### src/rtl/iter_alu_pkg.sv
// Shared op codes, FSM state type and widths for iter_alu.
package iter_alu_pkg;

   localparam int unsigned OP_W = 3;

   localparam logic [OP_W-1:0] OP_PASS = 3'b000;
   localparam logic [OP_W-1:0] OP_SHL  = 3'b001;
   localparam logic [OP_W-1:0] OP_SHR  = 3'b010;
   localparam logic [OP_W-1:0] OP_BRT  = 3'b011;
   localparam logic [OP_W-1:0] OP_ADD  = 3'b100;
   localparam logic [OP_W-1:0] OP_SUB  = 3'b101;
   localparam logic [OP_W-1:0] OP_MUL  = 3'b110;
   localparam logic [OP_W-1:0] OP_ILL  = 3'b111;

   typedef enum logic [1:0] {
      IDLE  = 2'd0,
      SHIFT = 2'd1,
      MUL   = 2'd2
   } state_t;

endpackage

### src/rtl/iter_alu_shmul.sv
// Iterative shift / shift-add multiply datapath; one bit per cycle under a down-counter.
// Accumulator and multiplier register exist only when ITER_ALU_MUL_EN is defined.
module iter_alu_shmul
   import iter_alu_pkg::*;
#(
   parameter int unsigned WIDTH   = 8,
   parameter int unsigned SHAMT_W = 3
) (
   input  logic               clk,
   input  logic               reset,
   input  logic               load_shift,
   input  logic               load_mul,
   input  logic               right,
   input  logic [WIDTH-1:0]   x,
   input  logic [WIDTH-1:0]   b,
   input  logic [SHAMT_W-1:0] shamt,
   output logic               last_c,
   output logic [WIDTH-1:0]   shift_res_c,
   output logic [WIDTH-1:0]   mul_res_c
);

   localparam int unsigned CNT_W = $clog2(WIDTH + 1);

   logic [WIDTH-1:0] sh;
   logic             dir;
   logic [CNT_W-1:0] cnt;

   function automatic logic [WIDTH-1:0] step(input logic [WIDTH-1:0] v, input logic r);
      return r ? (v >> 1) : (v << 1);
   endfunction

   // The first bit moves on the load edge, so the counter starts one below the total.
   always_ff @(posedge clk) begin
      if (reset) begin
         sh  <= '0;
         dir <= 1'b0;
         cnt <= '0;
      end else if (load_shift) begin
         sh  <= step(x, right);
         dir <= right;
         cnt <= CNT_W'(shamt) - CNT_W'(1);
      end else if (load_mul) begin
         sh  <= x << 1;
         dir <= 1'b0;
         cnt <= CNT_W'(WIDTH - 1);
      end else if (cnt != '0) begin
         sh  <= step(sh, dir);
         cnt <= cnt - CNT_W'(1);
      end
   end

   assign last_c      = (cnt == CNT_W'(1));
   assign shift_res_c = step(sh, dir);

`ifdef ITER_ALU_MUL_EN
   logic [WIDTH-1:0] acc;
   logic [WIDTH-1:0] mplier;

   // Shift-add: sh carries the shifted multiplicand, mplier supplies one bit per cycle.
   always_ff @(posedge clk) begin
      if (reset) begin
         acc    <= '0;
         mplier <= '0;
      end else if (load_mul) begin
         acc    <= b[0] ? x : '0;
         mplier <= b >> 1;
      end else if (cnt != '0) begin
         acc    <= acc + (mplier[0] ? sh : '0);
         mplier <= mplier >> 1;
      end
   end

   assign mul_res_c = acc + (mplier[0] ? sh : '0);
`else
   logic unused_b;
   assign unused_b  = ^b;
   assign mul_res_c = '0;
`endif

endmodule

### src/rtl/iter_alu.sv
// Multi-cycle ALU: single-cycle ops computed at accept, shifts/multiply iterate in iter_alu_shmul.
// Optional multiplier enabled by defining ITER_ALU_MUL_EN; otherwise op 110 is illegal.
module iter_alu
   import iter_alu_pkg::*;
#(
   parameter int unsigned WIDTH   = 8,
   parameter int unsigned IMM_W   = 6,
   parameter int unsigned SHAMT_W = $clog2(WIDTH)
) (
   input  logic             clk,
   input  logic             reset,
   input  logic             start,
   input  logic [OP_W-1:0]  op,
   input  logic             sel_pc,
   input  logic [WIDTH-1:0] a,
   input  logic [WIDTH-1:0] pc,
   input  logic [WIDTH-1:0] b,
   input  logic [IMM_W-1:0] imm,
   output logic             busy,
   output logic             done,
   output logic [WIDTH-1:0] result,
   output logic             zero,
   output logic             err
);

   state_t state, state_nx;

   logic [WIDTH-1:0]   x_c;
   logic [WIDTH-1:0]   sext_c;
   logic [WIDTH-1:0]   single_c;
   logic [SHAMT_W-1:0] shamt_c;
   logic               accept_c;
   logic               is_shift_c;
   logic               multi_shift_c;
   logic               is_mul_c;
   logic               ill_c;
   logic               last_c;
   logic [WIDTH-1:0]   shift_res_c;
   logic [WIDTH-1:0]   mul_res_c;

   logic               load_shift;
   logic               load_mul;
   logic               done_nx;
   logic               err_nx;
   logic [WIDTH-1:0]   res_nx;

   assign x_c           = sel_pc ? pc : a;
   assign sext_c        = WIDTH'($signed(imm));
   assign shamt_c       = imm[SHAMT_W-1:0];
   assign accept_c      = start && (state == IDLE);
   assign is_shift_c    = (op == OP_SHL) || (op == OP_SHR);
   assign multi_shift_c = is_shift_c && (shamt_c > SHAMT_W'(1));

`ifdef ITER_ALU_MUL_EN
   assign is_mul_c = (op == OP_MUL);
   assign ill_c    = (op == OP_ILL);
`else
   assign is_mul_c = 1'b0;
   assign ill_c    = (op == OP_ILL) || (op == OP_MUL);
`endif

   // Ops finishing at the accept edge; shifts here only ever see shamt 0 or 1.
   always_comb begin
      single_c = '0;
      case (op)
         OP_PASS: single_c = x_c;
         OP_SHL:  single_c = (shamt_c == '0) ? x_c : (x_c << 1);
         OP_SHR:  single_c = (shamt_c == '0) ? x_c : (x_c >> 1);
         OP_BRT:  single_c = x_c + WIDTH'(1) + sext_c;
         OP_ADD:  single_c = x_c + b;
         OP_SUB:  single_c = x_c - b;
         default: single_c = '0;
      endcase
   end

   iter_alu_shmul #(
      .WIDTH   (WIDTH),
      .SHAMT_W (SHAMT_W)
   ) u_shmul (
      .clk         (clk),
      .reset       (reset),
      .load_shift  (load_shift),
      .load_mul    (load_mul),
      .right       (op == OP_SHR),
      .x           (x_c),
      .b           (b),
      .shamt       (shamt_c),
      .last_c      (last_c),
      .shift_res_c (shift_res_c),
      .mul_res_c   (mul_res_c)
   );

   always_ff @(posedge clk) begin
      if (reset) state <= IDLE;
      else       state <= state_nx;
   end

   always_comb begin
      state_nx = state;
      case (state)
         IDLE: begin
            if (accept_c) begin
               if (multi_shift_c) state_nx = SHIFT;
               else if (is_mul_c) state_nx = MUL;
            end
         end
         SHIFT:   if (last_c) state_nx = IDLE;
         MUL:     if (last_c) state_nx = IDLE;
         default: state_nx = IDLE;
      endcase
   end

   always_comb begin
      load_shift = 1'b0;
      load_mul   = 1'b0;
      done_nx    = 1'b0;
      err_nx     = 1'b0;
      res_nx     = '0;
      case (state)
         IDLE: begin
            if (accept_c) begin
               if (multi_shift_c) begin
                  load_shift = 1'b1;
               end else if (is_mul_c) begin
                  load_mul = 1'b1;
               end else begin
                  done_nx = 1'b1;
                  err_nx  = ill_c;
                  res_nx  = ill_c ? '0 : single_c;
               end
            end
         end
         SHIFT: begin
            done_nx = last_c;
            res_nx  = shift_res_c;
         end
         MUL: begin
            done_nx = last_c;
            res_nx  = mul_res_c;
         end
         default: ;
      endcase
   end

   // Result flags only move on a completion; busy mirrors the upcoming state.
   always_ff @(posedge clk) begin
      if (reset) begin
         busy   <= 1'b0;
         done   <= 1'b0;
         result <= '0;
         zero   <= 1'b0;
         err    <= 1'b0;
      end else begin
         busy <= (state_nx != IDLE);
         done <= done_nx;
         if (done_nx) begin
            result <= res_nx;
            zero   <= (res_nx == '0);
            err    <= err_nx;
         end
      end
   end

endmodule

### config.mk
export PLATFORM = sky130hd
export DESIGN_NAME = iter_alu
export DESIGN_NICKNAME = d
export VERILOG_FILES = /design/src/rtl/iter_alu_pkg.sv /design/src/rtl/iter_alu_shmul.sv /design/src/rtl/iter_alu.sv
export SDC_FILE = /design/constraint.sdc
export NUM_CORES = 1
export LEC_CHECK = 0
export ABC_AREA = 1
export CAP_MARGIN = 15
export CORE_AREA = 2 2 95 97
export CTS_CLUSTER_SIZE = 24
export DETAILED_ROUTE_END_ITERATION = 16
export DIE_AREA = 0 0 97 99
export GPL_ROUTABILITY_DRIVEN = 1
export GPL_TIMING_DRIVEN = 0
export RECOVER_POWER = 25
export SYNTH_ARGS = -nofsm -noshare
export SYNTH_HDL_FRONTEND = slang
export SYNTH_SLANG_ARGS = --single-unit
### constraint.sdc
create_clock -name clk -period 6.95 [get_ports clk]
set_clock_uncertainty 0.2 [all_clocks]
set_input_delay 1.7375 -clock clk [delete_from_list [all_inputs] [get_ports clk]]
set_output_delay 1.7375 -clock clk [all_outputs]
set_load 0.005 [all_outputs]
Yosys cells after proc, flatten, opt, wreduce, memory -nomap -nowiden
Index checks and enable logic that the tools add are counted.
{"block": "totals", "register_bits": 27, "inputBits": 37, "output_inout_bits": 12, "wordCells": 66}
{"block": "op_classes", "addsub": 6, "order_cmp": 1, "eq_ne": 10, "n_mux": 28, "n_reduce_logical": 12}
{"cell": "$mux W8", "n": 10}
{"cell": "$pmux W8 S6", "n": 1}
{"cell": "$add A8 B8 Y8", "n": 2}
{"cell": "$pmux W8 S2", "n": 1}
{"cell": "$eq A3 B3 Y1 const B", "n": 4}
{"cell": "$mux W1", "n": 9}
{"cell": "$add A8 B1 Y8 const B", "n": 1}
{"cell": "$logic_not A8 Y1", "n": 1}
{"cell": "$mux W4", "n": 2}
{"cell": "$sub A8 B8 Y8", "n": 1}
{"cell": "$eq A3 B2 Y1 const B", "n": 2}
{"cell": "$logic_not A3 Y1", "n": 2}
{"cell": "$mux W2", "n": 3}
{"cell": "$eq A4 B1 Y1 const B", "n": 1}
{"cell": "$pmux W2 S2", "n": 1}
{"cell": "$reduce_bool A2 Y1", "n": 2}
{"cell": "$reduce_bool A4 Y1", "n": 1}
{"cell": "$sub A3 B1 Y4 const B", "n": 1}
{"cell": "$sub A4 B1 Y4 const B", "n": 1}
{"cell": "$eq A3 B1 Y1 const B", "n": 1}
{"cell": "$gt A3 B1 Y1 const B", "n": 1}
{"cell": "$eq A2 B1 Y1 const B", "n": 1}
{"cell": "$eq A2 B2 Y1 const B", "n": 1}
{"cell": "$logic_and A1 B1 Y1", "n": 2}
{"cell": "other kinds (4)", "n": 5}

Depth between registers and ports, before layout
{"block": "logic_depth", "word_depth": 9, "mapped_depth": 22, "mapped_depth_nobuf": 22}

Hierarchy
A second synthesis with hierarchy kept.
{"block": "unflattened", "cells_unflattened": 597, "hier_area_um2": 3405.8}
{"mod": "iter_alu", "n_inst": 1, "cells_each": 410, "area_each_um2": 2297.2, "seq_area_each_um2": 280.3}
{"mod": "iter_alu_shmul", "n_inst": 1, "cells_each": 187, "area_each_um2": 1108.6, "seq_area_each_um2": 260.2}

Worst setup path after synthesis
OpenSTA, ideal clock, no wires.
{"block": "synth_path", "path_kind": "input to register", "startpoint": "input port b[0]", "endpoint": "register result[7]", "setup_time_ps": 116, "arrival_ps": 3758, "required_ps": 6634, "path_slack_ps": 2876, "path_stages": 21, "path_buffers": 0, "path_cell_list": "inv_1 > ha_1 > inv_1 > nor3_1 > inv_1 > o31ai_1 > xnor2_1 > inv_1 > ha_1 > nand2_1 > inv_1 > nand2_1 > nand2_1 > a21oi_1 > nand3_1 > nand3_1 > nand3_1 > a21oi_1 > nand2_1 > o211ai_1 > inv_1"}
{"block": "synth_between", "elab_chain_cells": 6, "word_cells_on_any_way": 7, "classes_between": "add/sub: 2; mux: 5"}
{"item": "start, declared", "line_no": "iter_alu.sv:17", "text": "input logic [WIDTH-1:0] b,"}
{"item": "$sub A8 B8 Y8 / $add A8 B8 Y8 (equally long branches)", "line_no": "iter_alu.sv:71, iter_alu.sv:70"}
{"item": "$pmux W8 S6 *", "line_no": "iter_alu.sv:65", "text": "case (op)"}
{"item": "$mux W8 *", "line_no": "iter_alu.sv:129", "text": "res_nx = ill_c ? '0 : single_c;"}
{"item": "$mux W8 *", "line_no": "iter_alu.sv:122", "text": "if (multi_shift_c) begin"}
{"item": "$mux W8 *", "line_no": "iter_alu.sv:121", "text": "if (accept_c) begin"}
{"item": "$pmux W8 S2 *", "line_no": "iter_alu.sv:119", "text": "case (state)"}
{"item": "end signal, assigned", "line_no": "iter_alu.sv:157", "text": "result <= res_nx;"}
{"item": "end, declared", "line_no": "iter_alu.sv:21", "text": "output logic [WIDTH-1:0] result,"}
Mark *: on every way between the ends. The rest lies on a longest branch, timed or not.
A chain may end at the register's enable or synchronous reset.

Worst setup path in the final report
{"block": "layout_path", "startpoint": "input port b[0]", "endpoint": "register zero"}
{"block": "layout_between", "elab_chain_cells": 7, "word_cells_on_any_way": 8, "classes_between": "add/sub: 2; mux: 5; reduce/logical: 1"}
{"item": "$sub A8 B8 Y8 / $add A8 B8 Y8 (equally long branches)", "line_no": "iter_alu.sv:71, iter_alu.sv:70"}
{"item": "$pmux W8 S6 *", "line_no": "iter_alu.sv:65"}
{"item": "$mux W8 *", "line_no": "iter_alu.sv:129"}
{"item": "$mux W8 *", "line_no": "iter_alu.sv:122"}
{"item": "$mux W8 *", "line_no": "iter_alu.sv:121"}
{"item": "$pmux W8 S2 *", "line_no": "iter_alu.sv:119"}
{"item": "$logic_not A8 Y1 *", "line_no": "iter_alu.sv:158", "text": "zero <= (res_nx == '0);"}
{"item": "end signal, assigned", "line_no": "iter_alu.sv:158"}
{"item": "end, declared", "line_no": "iter_alu.sv:22", "text": "output logic zero,"}
Marks and branches as above.

==> flow_metrics.env <==
export IMPL_setup_violations=0
export IMPL_clock_sinks=27
export IMPL_firstDrtPassIters=5
export IMPL_clockRootBuffer="clkbuf_8"
export IMPL_synth_most_common_cell="nand2_1"
export IMPL_synthMuxAreaShare_pct=1.69
export IMPL_place_area_um2=3550
export IMPL_path_class="in -> reg"
export IMPL_synth_edff_count=0
export IMPL_drive_above_1_share_pct=7.02
export IMPL_antenna_found_initial=0
export IMPL_power_per_cell_area_nw_per_um2=177
export IMPL_reg2reg_to="zero$_SDFFE_PP0P_"
export IMPL_status="finished clean"
export IMPL_overflow=0
export IMPL_cts_hold_buf=0
export IMPL_gp_congestion=0.917
export IMPL_crit_required_ns=6.97
export IMPL_wl_per_cell_um=12.5
export IMPL_grt_total_usage_pct=16.7
export IMPL_fin_crit_sh_pct=67.7
export IMPL_core_um2=8550
export IMPL_nets=592
export IMPL_yosysWarnings=0
export IMPL_port_buffers=46
export IMPL_synth_compound_area_share_pct=15.6
export IMPL_tightest_slew_ns=0.459
export IMPL_p_sw_uw=268
export IMPL_ir_worst_vdd_mv=0.0773
export IMPL_synthSimpleGateAreaFrac_pct=36.6
export IMPL_p_seq_share_pct=32.0
export IMPL_grt_pass1_wl_um=13500
export IMPL_p_leak_nw=1.85
export IMPL_row_count=34
export IMPL_maxCapViolations=0
export IMPL_die_area_um2=9600
export IMPL_synthCells=477
export IMPL_rsz0062_at_grt="no"
export IMPL_rrSetupSlack_ns=4.93
export IMPL_arrival_ns=4.72
export IMPL_synth_top_area_share_pct=18.3
export IMPL_r2r_start="state[1]$_SDFF_PP0_"
export IMPL_synth_fa_ha_area_share_pct=11.9
export IMPL_yosysSeqAreaShare_pct=18.3
export IMPL_dp_hpwl_um=6660
export IMPL_synth_seq_cells=27
export IMPL_grt_max_degree=16
export IMPL_final_cell_area_um2=3600
export IMPL_max_stage_delay_ns=0.47
export IMPL_crit_path_start_kind="input port"
export IMPL_tritoncts="yes"
export IMPL_synth_top_family_by_area="simple AND/OR/NAND/NOR gates"
export IMPL_num_vias=3164
export IMPL_ios=49
export IMPL_endpoint_kind="flip-flop"
export IMPL_cts_buffer_depth=2
export IMPL_post_cts_buffers=0
export IMPL_synth_largest_area_cell="dfxtp_1"
export IMPL_drc=0
export IMPL_power_share_clock_pct=14.3
export IMPL_finalSetupTns_ns=0
export IMPL_synth_net_count=541
export IMPL_synth_area_top_cells="dfxtp_1 (18%), nand2_1 (17%), ha_1 (11%)"
export IMPL_clock_latency_ns=0.28
export IMPL_hold_path_class="reg -> reg"
export IMPL_die_w_um=97
export IMPL_cts_buffers=3
export IMPL_netlist_area_um2=2950
export IMPL_hold_violations=0
export IMPL_cts_resized=0
export IMPL_start_util_pct=34.5
export IMPL_synthArstFlopShare_pct=0
export IMPL_reg2reg_depth=13
export IMPL_fmax_mhz=213
export IMPL_relSlewSlack_pct=69.4
export IMPL_viasPerCell=4.98
export IMPL_intPower_uw=371
export IMPL_synth_common_cells="nand2_1 (132), inv_1 (78), nand3_1 (48)"
export IMPL_syn_to_final_growth_pct=21.7
export IMPL_synth_avg_cell_area_um2=6.19
export IMPL_post_route_min_period_ns=4.70
export IMPL_synth_xor_xnor_area_share_pct=2.96
export IMPL_crit_top_cell="inv_1"
export IMPL_synth_cell_types=38
export IMPL_swShare_pct=41.9
export IMPL_drt_total_wl_um=7930
export IMPL_die_h_um=99
export IMPL_p_comb_share_pct=53.7
export IMPL_crit_path_cell_trace="clkdlybuf4s50_1, inv_1, ha_1, inv_1, nor3_1, inv_1, o31ai_1, xnor2_1, inv_1, ha_1, nand2_1, inv_1, nand2_1, nand2_1, a21oi_1, nand3_1, nand3_1, nand3_1, a21oi_1, nand4_1, a21oi_1"
export IMPL_htreeDepth=1
export IMPL_crit_start="b[0]"
export IMPL_crit_slowest_cell="clkdlybuf4s50_1"
export IMPL_path_clk_slew_ns=0.10
export IMPL_drt_iter0_markers=163
export IMPL_crit_end="zero$_SDFFE_PP0P_"
export IMPL_drv_slew=0
export IMPL_synth_ff_type="dfxtp_1"
export IMPL_path_max_fanout=4
export IMPL_ant_nets=0
export IMPL_diodes=0
export IMPL_grt_pass1_vias=2985
[critical path, delay by kind of cell]
family	cells	cell delay [ns]
buffers and inverters	6	0.80
adders and majority gates	2	0.46
xor gates and xnor gates	1	0.15
AOI/OAI and AO/OA	4	0.77
and+or+nand+nor	8	0.81
[cell families (layout without fill, tap and decap cells)]
| logic type | Yosys count | in the layout |
|---|---|---|
| buffers and inverters | 94 | 144 |
| AO/OA/AOI/OAI | 76 | 76 |
| XOR/XNOR | 10 | 10 |
| flip-flops | 27 | 27 |
| adder cells (fa/ha/maj) | 27 | 27 |
| multiplexers | 5 | 5 |
| AND/OR/NAND/NOR | 238 | 238 |
[worst min path at each step]
stage / start / end / slack, ns / cells after the start
6_report: zero$_SDFFE_PP0P_ / zero$_SDFFE_PP0P_ / 0.27 / 2
5_1_grt: zero$_SDFFE_PP0P_ / zero$_SDFFE_PP0P_ / 0.31 / 2
4_1_cts: zero$_SDFFE_PP0P_ / zero$_SDFFE_PP0P_ / 0.27 / 2
3_5_place_dp: zero$_SDFFE_PP0P_ / zero$_SDFFE_PP0P_ / 0.26 / 2
3_3_place_gp: zero$_SDFFE_PP0P_ / zero$_SDFFE_PP0P_ / 0.26 / 2
2_1_floorplan: zero$_SDFFE_PP0P_ / zero$_SDFFE_PP0P_ / 0.26 / 2
[power groups by stage]
stage,combinational (mW),clock (mW),sequential [mW]
global route,0.391,0.101,0.208
global placement,0.342,0,0.207
finish,0.343,0.0910,0.204
CTS,0.346,0.0941,0.204
floorplan,0.248,0,0.204
detailed placement,0.345,0,0.208
[cell type report]
type                       count  area [um2]
inverter                      84         318
tap                          108         135
multi-input combinational    356        2030
clock buffer                   3        41.3
buffer                        10        63.8
timing repair buffer          46         460
fill                         902        4950
sequential                    27         541
clock inverter                 1        5.00
[cell usage in the layout, fill, tap and decap left out, types with 4 or more instances in the layout]
master and count:
a21oi_1 23, buf_4 4, clkdlybuf4s50_1 37, dfxtp_1 27, dlygate4sd3_1 9, ha_1 25, inv_1 78, inv_2 5
mux2i_1 5, nand2_1 132, nand2_2 6, nand3_1 48, nand4_1 11, nor2_1 24, o2111ai_1 4, o211ai_1 16
o21ai_0 20, or2_2 5, xnor2_1 6, xor2_1 4
[through the flow]
| step | worst slack [ns] | hold WS (ns) | total power, mW | utilization [%] | cells |
|---|---|---|---|---|---|
| floorplan | 2.88 | 0.260 | 0.452 | - | 477 |
| global placement | 1.97 | 0.256 | 0.549 | 41.5 | 631 |
| detailed placement | 1.94 | 0.258 | 0.553 | 41.5 | 631 |
| CTS | 2.22 | 0.273 | 0.645 | 42.1 | 635 |
| global route | 1.87 | 0.306 | 0.699 | 42.1 | 635 |
| finish | 2.25 | 0.269 | 0.638 | 42.1 | 635 |
[metal layers]
metal | share of wire (%) | track usage [%]
met5 | 0 | 0
met1 | 48 | 22.2
met3 | 4.2 | 2.34
met2 | 46 | 29.2
met4 | 1.4 | 2.93
[sequential cells by signal (all words and copies together), names as in the netlist]
register	count
zero	1
busy	1
u_shmul.cnt	4
result	8
state	2
u_shmul.sh	8
done	1
err	1
u_shmul.dir	1
(Power assumes the default switching activity.)
